File: src/rtl/mdio_link_monitor.sv
// mdio_link_monitor
//   Once PHY configuration has finished, polls the PHY over the mdio_master
//   command port. Each poll reads BMSR (reg 1), then the vendor-specific status
//   register. The result is decoded into link_up / speed / full_duplex for the
//   MAC/UDP datapath.
//
// Ports
//   sys_clk, sys_clk_rst_n   clock, asynchronous active-low reset
//   cfg_done                 PHY configuration finished; enables polling
//   cmd_*                    read-command request to mdio_master (valid/ready)
//   resp_*                   read-data stream from mdio_master (resp_ready = 1)
//   link_up, speed,          resolved link status; speed 00=10M 01=100M 10=1000M
//   full_duplex
//   status_valid             1-cycle pulse when the status outputs are updated
//   link_change              1-cycle pulse with status_valid when link_up toggles
//   mdio_timeout             sticky flag: a read got no data in time
module mdio_link_monitor #(
  parameter logic [4:0]  PHY_ADDR       = 5'h03,
  parameter logic [4:0]  SPEC_REG       = 5'h11,
  parameter logic [23:0] POLL_CYCLES    = 24'd1_000_000,
  parameter logic [15:0] TIMEOUT_CYCLES = 16'd4096
) (
  input  logic        sys_clk,
  input  logic        sys_clk_rst_n,
  input  logic        cfg_done,
  output logic [4:0]  cmd_phy_addr,
  output logic [4:0]  cmd_reg_addr,
  output logic [15:0] cmd_data,
  output logic [1:0]  cmd_opcode,
  output logic        cmd_valid,
  input  logic        cmd_ready,
  input  logic [15:0] resp_data,
  input  logic        resp_valid,
  output logic        resp_ready,
  output logic        link_up,
  output logic [1:0]  speed,
  output logic        full_duplex,
  output logic        status_valid,
  output logic        link_change,
  output logic        mdio_timeout
);

  localparam logic [4:0]  BMSR_REG     = 5'h01;
  localparam logic [23:0] POLL_RELOAD  = POLL_CYCLES - 24'd1;
  localparam logic [15:0] TIMEOUT_LAST = TIMEOUT_CYCLES - 16'd1;

  typedef enum logic [2:0] {
    IDLE, WAIT, RD_BMSR, WT_BMSR, RD_SPEC, WT_SPEC, UPDATE
  } state_t;

  state_t      state_q, state_d;
  logic        cmd_valid_q, cmd_valid_d;
  logic [4:0]  cmd_reg_addr_q, cmd_reg_addr_d;
  logic        link_up_q, link_up_d;
  logic [1:0]  speed_q, speed_d;
  logic        full_duplex_q, full_duplex_d;
  logic        status_valid_q, status_valid_d;
  logic        link_change_q, link_change_d;
  logic        mdio_timeout_q, mdio_timeout_d;
  logic [15:0] bmsr_q, bmsr_d;
  logic [15:0] spec_q, spec_d;
  logic [23:0] poll_cnt_q, poll_cnt_d;
  logic [15:0] to_cnt_q, to_cnt_d;

  logic accept;
  logic poll_due;
  logic lk;
  logic to_idle;
  logic unused_capture_bits;

  assign accept = cmd_valid_q & cmd_ready;
  // The poll counter is loaded with POLL_CYCLES-1 on the cycle after the BMSR
  // accept; leaving WAIT when it reads 1 (or 0 after an overrun) lands the
  // next RD_BMSR exactly POLL_CYCLES cycles after that accept.
  assign poll_due = (poll_cnt_q <= 24'd1);
  // A reserved speed code means the status register cannot be trusted.
  assign lk = bmsr_q[2] & spec_q[11] & spec_q[10] & (spec_q[15:14] != 2'b11);
  assign unused_capture_bits = ^{bmsr_q[15:3], bmsr_q[1:0], spec_q[9:0]};

  always_comb begin
    state_d        = state_q;
    cmd_valid_d    = cmd_valid_q;
    cmd_reg_addr_d = cmd_reg_addr_q;
    link_up_d      = link_up_q;
    speed_d        = speed_q;
    full_duplex_d  = full_duplex_q;
    status_valid_d = 1'b0;
    link_change_d  = 1'b0;
    mdio_timeout_d = mdio_timeout_q;
    bmsr_d         = bmsr_q;
    spec_d         = spec_q;
    poll_cnt_d     = (poll_cnt_q != 24'd0) ? poll_cnt_q - 24'd1 : 24'd0;
    to_cnt_d       = to_cnt_q;
    to_idle        = 1'b0;

    case (state_q)
      IDLE: begin
        if (cfg_done) begin
          state_d        = RD_BMSR;
          cmd_valid_d    = 1'b1;
          cmd_reg_addr_d = BMSR_REG;
        end
      end
      WAIT: begin
        if (!cfg_done) begin
          to_idle = 1'b1;
        end else if (poll_due) begin
          state_d        = RD_BMSR;
          cmd_valid_d    = 1'b1;
          cmd_reg_addr_d = BMSR_REG;
        end
      end
      RD_BMSR: begin
        if (accept) begin
          cmd_valid_d = 1'b0;
          state_d     = WT_BMSR;
          to_cnt_d    = 16'd0;
          poll_cnt_d  = POLL_RELOAD;
        end
      end
      WT_BMSR: begin
        to_cnt_d = to_cnt_q + 16'd1;
        // Data arriving on the expiry cycle still counts as a response.
        if (resp_valid) begin
          bmsr_d         = resp_data;
          state_d        = RD_SPEC;
          cmd_valid_d    = 1'b1;
          cmd_reg_addr_d = SPEC_REG;
        end else if (to_cnt_q == TIMEOUT_LAST) begin
          mdio_timeout_d = 1'b1;
          state_d        = WAIT;
          to_idle        = !cfg_done;
        end
      end
      RD_SPEC: begin
        if (accept) begin
          cmd_valid_d = 1'b0;
          state_d     = WT_SPEC;
          to_cnt_d    = 16'd0;
        end
      end
      WT_SPEC: begin
        to_cnt_d = to_cnt_q + 16'd1;
        if (resp_valid) begin
          spec_d  = resp_data;
          state_d = UPDATE;
        end else if (to_cnt_q == TIMEOUT_LAST) begin
          mdio_timeout_d = 1'b1;
          state_d        = WAIT;
          to_idle        = !cfg_done;
        end
      end
      UPDATE: begin
        link_up_d      = lk;
        link_change_d  = (lk != link_up_q);
        status_valid_d = 1'b1;
        if (spec_q[15:14] != 2'b11) begin
          speed_d       = spec_q[15:14];
          full_duplex_d = spec_q[13];
        end
        state_d = WAIT;
        to_idle = !cfg_done;
      end
      default: state_d = IDLE;
    endcase

    // Losing cfg_done drops the link; this is only reached between polls.
    if (to_idle) begin
      state_d        = IDLE;
      link_up_d      = 1'b0;
      link_change_d  = link_up_q;
      status_valid_d = status_valid_d | link_up_q;
    end
  end

  always_ff @(posedge sys_clk or negedge sys_clk_rst_n) begin
    if (!sys_clk_rst_n) begin
      state_q        <= IDLE;
      cmd_valid_q    <= 1'b0;
      cmd_reg_addr_q <= 5'h00;
      link_up_q      <= 1'b0;
      speed_q        <= 2'b00;
      full_duplex_q  <= 1'b0;
      status_valid_q <= 1'b0;
      link_change_q  <= 1'b0;
      mdio_timeout_q <= 1'b0;
    end else begin
      state_q        <= state_d;
      cmd_valid_q    <= cmd_valid_d;
      cmd_reg_addr_q <= cmd_reg_addr_d;
      link_up_q      <= link_up_d;
      speed_q        <= speed_d;
      full_duplex_q  <= full_duplex_d;
      status_valid_q <= status_valid_d;
      link_change_q  <= link_change_d;
      mdio_timeout_q <= mdio_timeout_d;
    end
  end

  // Captures and counters are always loaded before they are consulted.
  always_ff @(posedge sys_clk) begin
    bmsr_q     <= bmsr_d;
    spec_q     <= spec_d;
    poll_cnt_q <= poll_cnt_d;
    to_cnt_q   <= to_cnt_d;
  end

  assign cmd_phy_addr = PHY_ADDR;
  assign cmd_data     = 16'h0000;
  assign cmd_opcode   = 2'b10;
  assign resp_ready   = 1'b1;
  assign cmd_reg_addr = cmd_reg_addr_q;
  assign cmd_valid    = cmd_valid_q;
  assign link_up      = link_up_q;
  assign speed        = speed_q;
  assign full_duplex  = full_duplex_q;
  assign status_valid = status_valid_q;
  assign link_change  = link_change_q;
  assign mdio_timeout = mdio_timeout_q;

endmodule

File: config.mk
export PLATFORM = sky130hd
export DESIGN_NAME = mdio_link_monitor
export DESIGN_NICKNAME = d
export VERILOG_FILES = /design/src/rtl/mdio_link_monitor.sv
export SDC_FILE = /design/constraint.sdc
export NUM_CORES = 1
export LEC_CHECK = 0
export CAP_MARGIN = 20
export CORE_UTILIZATION = 35
export DETAILED_ROUTE_END_ITERATION = 16
export PLACE_DENSITY = 0.61
export SYNTH_ARGS = -nofsm -noshare
export SYNTH_HDL_FRONTEND = slang
export SYNTH_SLANG_ARGS = --single-unit
File: constraint.sdc
create_clock -name sys_clk -period 2.27 [get_ports sys_clk]
set_clock_uncertainty 0.05 [all_clocks]
set_input_delay 0.3405 -clock sys_clk [delete_from_list [all_inputs] [get_ports sys_clk]]
set_output_delay 0.3405 -clock sys_clk [all_outputs]
set_load 0.01 [all_outputs]
Word level (Yosys, flattened, before mapping)
Cells that the tools add are included.
{"block": "op_classes", "n_mux": 36, "n_bitwise": 6, "reduce_logical": 17, "magnitude_cmp": 1, "addsub": 2, "eq_ne": 19}
{"op": "$mux W24", "n": 3}
{"op": "$pmux W16 S2", "n": 1}
{"op": "$mux W3", "n": 9}
{"op": "$le A24 B1 Y1 const B", "n": 1}
{"op": "$reduce_bool A24 Y1", "n": 1}
{"op": "$sub A24 B1 Y24 const B", "n": 1}
{"op": "$pmux W3 S7", "n": 1}
{"op": "$mux W5", "n": 4}
{"op": "$add A16 B1 Y16 const B", "n": 1}
{"op": "$eq A16 B12 Y1 const B", "n": 1}
{"op": "$mux W16", "n": 1}
{"op": "$ne A3 B3 Y1 const B", "n": 5}
{"op": "$pmux W5 S3", "n": 1}
{"op": "$mux W1", "n": 14}
{"op": "$ne A2 B2 Y1 const B", "n": 5}
{"op": "$reduce_and A5 Y1", "n": 2}
{"op": "$eq A3 B3 Y1 const B", "n": 3}
{"op": "$reduce_and A2 Y1", "n": 4}
{"op": "$eq A3 B2 Y1 const B", "n": 2}
{"op": "$reduce_and A6 Y1", "n": 1}
{"op": "$and A1 B1 Y1", "n": 4}
{"op": "$pmux W1 S4", "n": 1}
{"op": "$reduce_bool A2 Y1", "n": 2}
{"op": "$reduce_bool A4 Y1", "n": 1}
{"op": "other kinds (11)", "n": 12}
{"block": "totals", "output_inout_bits": 37, "register_bits": 75, "elab_cells": 94, "inputBits": 21}

Logic depth before layout (Yosys ltp)
{"block": "depth", "ltp_word": 6, "ltp_mapped": 7, "mapped_depth_nobuf": 6}

Least setup slack after synthesis
No wires, ideal clock.
{"block": "synth_path", "path_type": "register to register", "from": "register state_q[1]", "to": "register to_cnt_q[0] (enable)", "arrival_ps": 2054, "stages_incl_launch_ff": 5, "t_required_ps": 1806, "setup_ps": 414, "path_slack_ps": -248, "n_path_buf": 1, "synth_period_minus_slack_ps": 2518, "cell_sequence": "dfrtp_1 -> clkbuf_1 -> inv_1 -> nand2_1 -> a21boi_0"}
{"block": "synth_between", "elab_chain_cells": 4, "elab_cells_between_ends": 9, "classes_between": "5 x eq/ne; 4 x reduce/logical"}
{"element": "start, declared", "line_no": "51", "text": "state_t state_q, state_d;"}
{"element": "start signal, assigned", "line_no": "188", "text": "state_q <= state_d;"}
{"element": "$eq A3 B3 Y1 / $eq A3 B2 Y1 (equally long branches)", "line_no": "96", "text": "case (state_q)"}
{"element": "$reduce_or A2 Y1 (no source line)"}
{"element": "$ne A2 B1 Y1 (no source line) / $reduce_bool A2 Y1 (equally long branches)"}
{"element": "$reduce_and A2 Y1 (no source line) *"}
{"element": "end signal, assigned", "line_no": "205", "text": "to_cnt_q <= to_cnt_d;"}
{"element": "end, declared", "line_no": "63", "text": "logic [15:0] to_cnt_q, to_cnt_d;"}
Every way passes the cells marked *; elsewhere a longest branch is shown, timed or not.
A chain may end at the register's enable or synchronous reset.

Final worst setup path
{"block": "layout_path", "from": "register poll_cnt_q[2]", "to": "register poll_cnt_q[17]"}
{"block": "layout_between", "elab_chain_cells": 4, "elab_cells_between_ends": 5, "classes_between": "1 x add/sub; 3 x mux; 1 x reduce/logical"}
{"element": "start, declared", "line_no": "62", "text": "logic [23:0] poll_cnt_q, poll_cnt_d;"}
{"element": "start signal, assigned", "line_no": "204", "text": "poll_cnt_q <= poll_cnt_d;"}
{"element": "$sub A24 B1 Y24 / $reduce_bool A24 Y1 (equally long branches)", "line_no": "92", "text": "poll_cnt_d = (poll_cnt_q != 24'd0) ? poll_cnt_q - 24'd1 : 24'd0;"}
{"element": "$mux W24 *", "line_no": "92"}
{"element": "$mux W24", "line_no": "114", "text": "if (accept) begin"}
{"element": "$mux W24 *", "line_no": "96"}
{"element": "net poll_cnt_d[17]", "line_no": "62"}
The timed path passes the listed nets; every way through them passes the cells marked *.

==> impl_metrics.json <==
{
  "status": "complete, no violations",
  "crit_buf_inv": 1,
  "worstSkewPairLatency_ns": 0.33,
  "cellLeakagePower_nw": 1.387,
  "cts.sinks": 59,
  "grt_pass1_wl_mm": 9.908,
  "r2r_setup_slack_ns": 0.19,
  "grt_util_all_layers": 0.1422,
  "antenna_found_initial": 0,
  "power_frac_clock": 0.207,
  "critical_path.top_delay_family": "simple AND/OR/NAND/NOR gates",
  "die_w_um": 95.55,
  "dp_slack_ns": 0.1641,
  "wl_per_cell_um": 12.13,
  "postCtsSetupBuffers": 0,
  "slew_viol_final": 0,
  "clock_path_buffers": 2,
  "place_area_sq_mm": 0.003337,
  "die_y_um": 95.55,
  "pwr-share-comb": 0.314,
  "grt-ovfl-total": 0,
  "drtIter0Drc": 94,
  "setup_viol": 0,
  "cts_htree_levels": 3,
  "antenna_cells": 0,
  "p_total_mw": 3.893,
  "timing_hold_violations_final": 0,
  "synth_cell_types": 47,
  "synth_area_sq_mm": 0.003063,
  "yosysTopAreaCell": "edfxtp_1",
  "synth.most_common_cell": "nor2_1",
  "drt_pass1_iterations": 4,
  "yosys-top-cells-area": "edfxtp_1 (22%), dfxtp_1 (16%), dfrtp_1 (11%)",
  "tightest_slew_ns": 0.6264,
  "vias": 2269,
  "tns_ns": 0,
  "finalCritPeriodShare": 0.9163,
  "rows": 33,
  "fin_ws_ns": 0.1900,
  "cts_tree": "yes",
  "critPathLaunchType": "flip-flop",
  "internal_power_mw": 2.504,
  "io_pins": 58,
  "ys.flop_type": "dfxtp_1",
  "die_area_sq_mm": 0.009130,
  "critical_path.cell_chain": "or4_4 -> nor4b_4 -> buf_4 -> nand2_2 -> or4_1 -> nand3_1",
  "drcViolationCount": 0,
  "grt_max_degree": 18,
  "ant_nets": 0,
  "synth.top_cells.by_count": "nor2_1 (61), buf_4 (28), dfxtp_1 (24)",
  "finalCriticalPeriod_ns": 2.080,
  "routed_via_density": 4.859,
  "initial_utilization": 0.3672,
  "fmax_ghz": 0.4808,
  "multi_input_area_sq_mm": 0.001410,
  "numCtsBuffers": 9,
  "ff_latch_area_sq_mm": 0.001466,
  "netSwitchingFraction": 0.3567,
  "nets": 382,
  "place_congestion": 0.7988,
  "cp_max_fo": 8,
  "synth_warnings": 0,
  "clkSlewWorstSetupHoldPaths_ns": 0.06,
  "yosysSeqAreaShare": 0.4788,
  "hold_buffers": 0,
  "maxCapViolCount": 0,
  "synth_top_cell_area_share": 0.2157,
  "syn_avg_cell_area_sq_um": 9.396,
  "async_flop_share": 0.2203,
  "cts_root_buffer": "clkbuf_8",
  "routed_wl_mm": 5.666,
  "hold_path.class": "primary input to async pin",
  "rsz0062_at_grt": "false",
  "sequentialPowerShare": 0.479,
  "p_sw_mw": 1.389,
  "core-area_sq_mm": 0.008341,
  "numPortBuffers": 20,
  "slew-limit-headroom": 0.5811,
  "cellPowerDensity_mw_per_mm2": 1110,
  "ctsResizeCount": 0,
  "syn_inst": 326,
  "synth-seq-cells": 59,
  "grt_pass1_vias": 2171,
  "drive_gt1_frac": 0.09116,
  "cp_data_arrival_time_ns": 2.31,
  "synth_edf_count": 22,
  "cp.required_ns": 2.50,
  "fillers": 833,
  "dp_hpwl_mm": 3.940,
  "area_growth_pct": 14.46,
  "cp_slowest_cell": "or4_4",
  "ir_worst_vdd_mv": 0.5788,
  "critPathMaxStageDelay_ns": 0.58,
  "fin_area_sq_mm": 0.003506,
  "endpoint_kind": "flip-flop",
  "critPathKind": "flip-flop to flip-flop"
}
cell usage in the layout, fill, tap and decap left out, drive strengths merged, types with 12 or more instances in the layout:
cell type and instances:
edfxtp 22, nand2 18, nor2 61, conb 27, buf 13, xnor2 12
dfxtp 24, dfrtp 13, clkdlybuf4s50 20, xor2 20, nand3 14, clkbuf 12
o21ai 15
per-stage QoR:
| step | hold slack [ns] | util | instances |
|---|---|---|---|
| 2_1_floorplan | -0.005091 | - | 351 |
| 3_3_place_gp | 0.4042 | 0.4001 | 451 |
| 3_5_place_dp | 0.4066 | 0.4001 | 451 |
| 4_1_cts | 0.3487 | 0.4196 | 467 |
| 5_1_grt | 0.3868 | 0.4203 | 467 |
| 6_report | 0.3473 | 0.4203 | 467 |
flip-flops by register name, summed over array words and instances, names as in the netlist:
| signal | flops |
|---|---|
| full_duplex | 1 |
| speed | 2 |
| link_up | 1 |
| cmd_valid | 1 |
| spec_q | 5 |
| status_valid | 1 |
| cmd_reg_addr | 2 |
| bmsr_q | 1 |
| link_change | 1 |
| state_q | 3 |
| to_cnt_q | 16 |
| poll_cnt_q | 24 |
| mdio_timeout | 1 |
power groups by stage:
stage / logic, mW / clock network [mW] / registers, mW
5_1_grt: 1.41 / 0.889 / 1.92
6_report: 1.22 / 0.805 / 1.86
2_1_floorplan: 0.896 / 0 / 1.82
3_3_place_gp: 1.20 / 0 / 1.87
4_1_cts: 1.24 / 0.841 / 1.86
3_5_place_dp: 1.23 / 0 / 1.88
worst register-to-register path, cell delays in order (launching register included):
cell,delay (ns)
dfxtp_1,0.36
or4_4,0.58
nor4b_4,0.27
buf_4,0.20
nand2_2,0.07
or4_1,0.40
nand3_1,0.09
per-layer routing:
metal,GRT usage,vias up,part of all wire
li1,-,1141,-
met1,0.1742,1076,0.48
met2,0.2280,48,0.47
met3,0.05502,4,0.038
met4,0.04851,0,0.011
met5,0,-,0
kinds of logic after synthesis:
logic type      count (synthesis)  share of synthesized area
xor+xnor                       32                    0.09150
compound gates                 43                    0.08620
simple gates                  137                     0.2275
fa+ha+maj                       4                    0.01634
mux                             1                   0.003676
buf+inv                        48                    0.09354
other cells                     2                   0.002452
flops                          59                     0.4788
worst paths after layout:
path	start	to	depth (start not counted)
setup / recovery	poll_cnt_q[2]	poll_cnt_q[17]	6
max in group asynchronous	sys_clk_rst_n	state_q[0]	1
hold / removal	sys_clk_rst_n	cmd_valid	1
min in group sys_clk	cmd_reg_addr[0]	cmd_reg_addr[0]	1
hold reg to reg	cmd_reg_addr[0]	cmd_reg_addr[0]	1
setup reg to reg	poll_cnt_q[2]	poll_cnt_q[17]	6
cell type report:
cell class / count / share of cell area
inverter: 10 / 0.01071
multi-input combinational: 244 / 0.4022
timing repair buffer: 33 / 0.08494
clock buffer: 12 / 0.04140
sequential: 59 / 0.4183
tap: 105 / 0.03747
clock inverter: 4 / 0.004996
No activity file was read; power rests on OpenSTA's default activity.
==> RTL change: new RTL, same flow settings <==
`BMSR_REG`: 5'h01 -> 5'h00.
--- a/src/rtl/mdio_link_monitor.sv
+++ b/src/rtl/mdio_link_monitor.sv
@@ -41,5 +41,5 @@
 );
 
-  localparam logic [4:0]  BMSR_REG     = 5'h01;
+  localparam logic [4:0]  BMSR_REG     = 5'h00;
   localparam logic [23:0] POLL_RELOAD  = POLL_CYCLES - 24'd1;
   localparam logic [15:0] TIMEOUT_LAST = TIMEOUT_CYCLES - 16'd1;
Check against the original RTL: not equivalent (Yosys sat finds a counterexample within 4 cycles, from zero or initial values and one cycle with sys_clk_rst_n low).
==> RTL change against the original RTL <==
Wire length shrank 6.7%; design area shrank 1.7%; combinational power is essentially flat; cell count shrank 4.5%; area after synthesis shrank 1.6%; synthesized cell count shrank 4.6%; maximum frequency shrank 4.9%; clock power grew 12%; setup slack lost 0.11 ns; critical path depth shrank 1; total power grew 1.6%; hold slack lost 0.030 ns; critical path type unchanged; sequential cell count shrank 1.
==> RTL change: results (changes against the original RTL) <==
| Metric | Value |
|---|---|
| Run status | finished, final reports clean (unchanged) |
| Minimum setup slack among reg-to-reg paths | 0.08 ns (was 0.19 ns) |
| Xor/xnor share of the synthesized area | 0.1017 (was 0.09150) |
| Share of cell area taken by muxes after synthesis | 0.007057 (was 0.003676) |
| Placed cell count | 430 (was 451) |
| Leakage | 1.326 nW (was 1.387 nW) |
| Cell count after synthesis | 311 (was 326) |
| Upper clock frequency limit | 0.4572 GHz (was 0.4808 GHz) |
| Area of the die | 8987 um2 (was 9130 um2) |
| Max stage delay on crit path | 0.54 ns (was 0.58 ns) |
| Fraction of registers with async set or reset after synthesis | 0.2069 (was 0.2203) |
| Fraction of the mapped netlist area in adder cells | 0.01993 (was 0.01634) |
| Critical path data arrival time | 2.36 ns (was 2.31 ns) |
| Critical path fanouts, max | 4 (was 8) |
| Ranking of synthesized cells by area | edfxtp_1, dfxtp_1, dfrtp_1, buf_4, xnor2_1 (was edfxtp_1, dfxtp_1, dfrtp_1, nor2_1, buf_4) |
| Number of design-rule violations left by the first detailed-router iteration | 99 (was 94) |
| Final hold slack | 0.3178 ns (was 0.3473 ns) |
| Fill cell instance count of the final layout | 806 (was 833) |
| FF-to-FF Start | poll_cnt_q[14] (was poll_cnt_q[2]) |
| Met1 capacity usage during global routing | 0.1614 (was 0.1742) |
| # nets final | 361 (was 382) |
| Sequential fraction of the synthesis area | 0.4782 (was 0.4788) |
| Global routing usage on met2 | 0.2098 (was 0.2280) |
| Combined global-route utilization of all metal layers | 0.1325 (was 0.1422) |
| Via density | 4.744 (was 4.859) |
| Maximum number of pins on one net before global-route repair | 17 (was 18) |
| Hpwl dp | 3678 um (was 3940 um) |
| GR Layer Usage met3 | 0.05556 (was 0.05502) |
| Highest ir drop seen on vdd | 452.9 uV (was 578.8 uV) |
| R2R depth | 5 (was 6) |
| DP Area | 3234 um2 (was 3337 um2) |
| Global-route wire length before repair | 9080 um (was 9908 um) |
| Layout cell share with drive strength beyond 1 | 0.1026 (was 0.09116) |
| Number of global-route vias before repair | 2,033 (was 2,171) |
## RTL change: worst register-to-register path: cells and delay by family, from the launching register on
family	cells	cell delay (ns)
simple gates	3	1.17
flops	1	0.32
compound gates	2	0.53
## RTL change: area by class of cell
type | instances | area (um2) | share of cell area
Clock inverter | 5 | 55.05 | 0.01598
Tap cell | 105 | 131.4 | 0.03813
Timing Repair Buffer | 29 | 267.8 | 0.07771
Sequential cell | 58 | 1443 | 0.4187
Multi-Input combinational cell | 230 | 1388 | 0.4027
Clock buffer | 11 | 131.4 | 0.03813
Inverter | 8 | 30.03 | 0.008715
## RTL change: power by group
part | switching, mW | total (mW) | leakage (nW) | internal, mW
sequential | 0.334 | 1.83 | 0.558 | 1.50
combinational | 0.682 | 1.22 | 0.679 | 0.540
clock | 0.397 | 0.901 | 0.0893 | 0.503
## RTL change: what timing repair did
item | 4_1_cts | 5_1_grt
buffers inserted | 0 | 0
resized for setup | 0 | 4
hold endpoints to repair | 0 | 0
endpoints found under the setup margin | 0 | 3
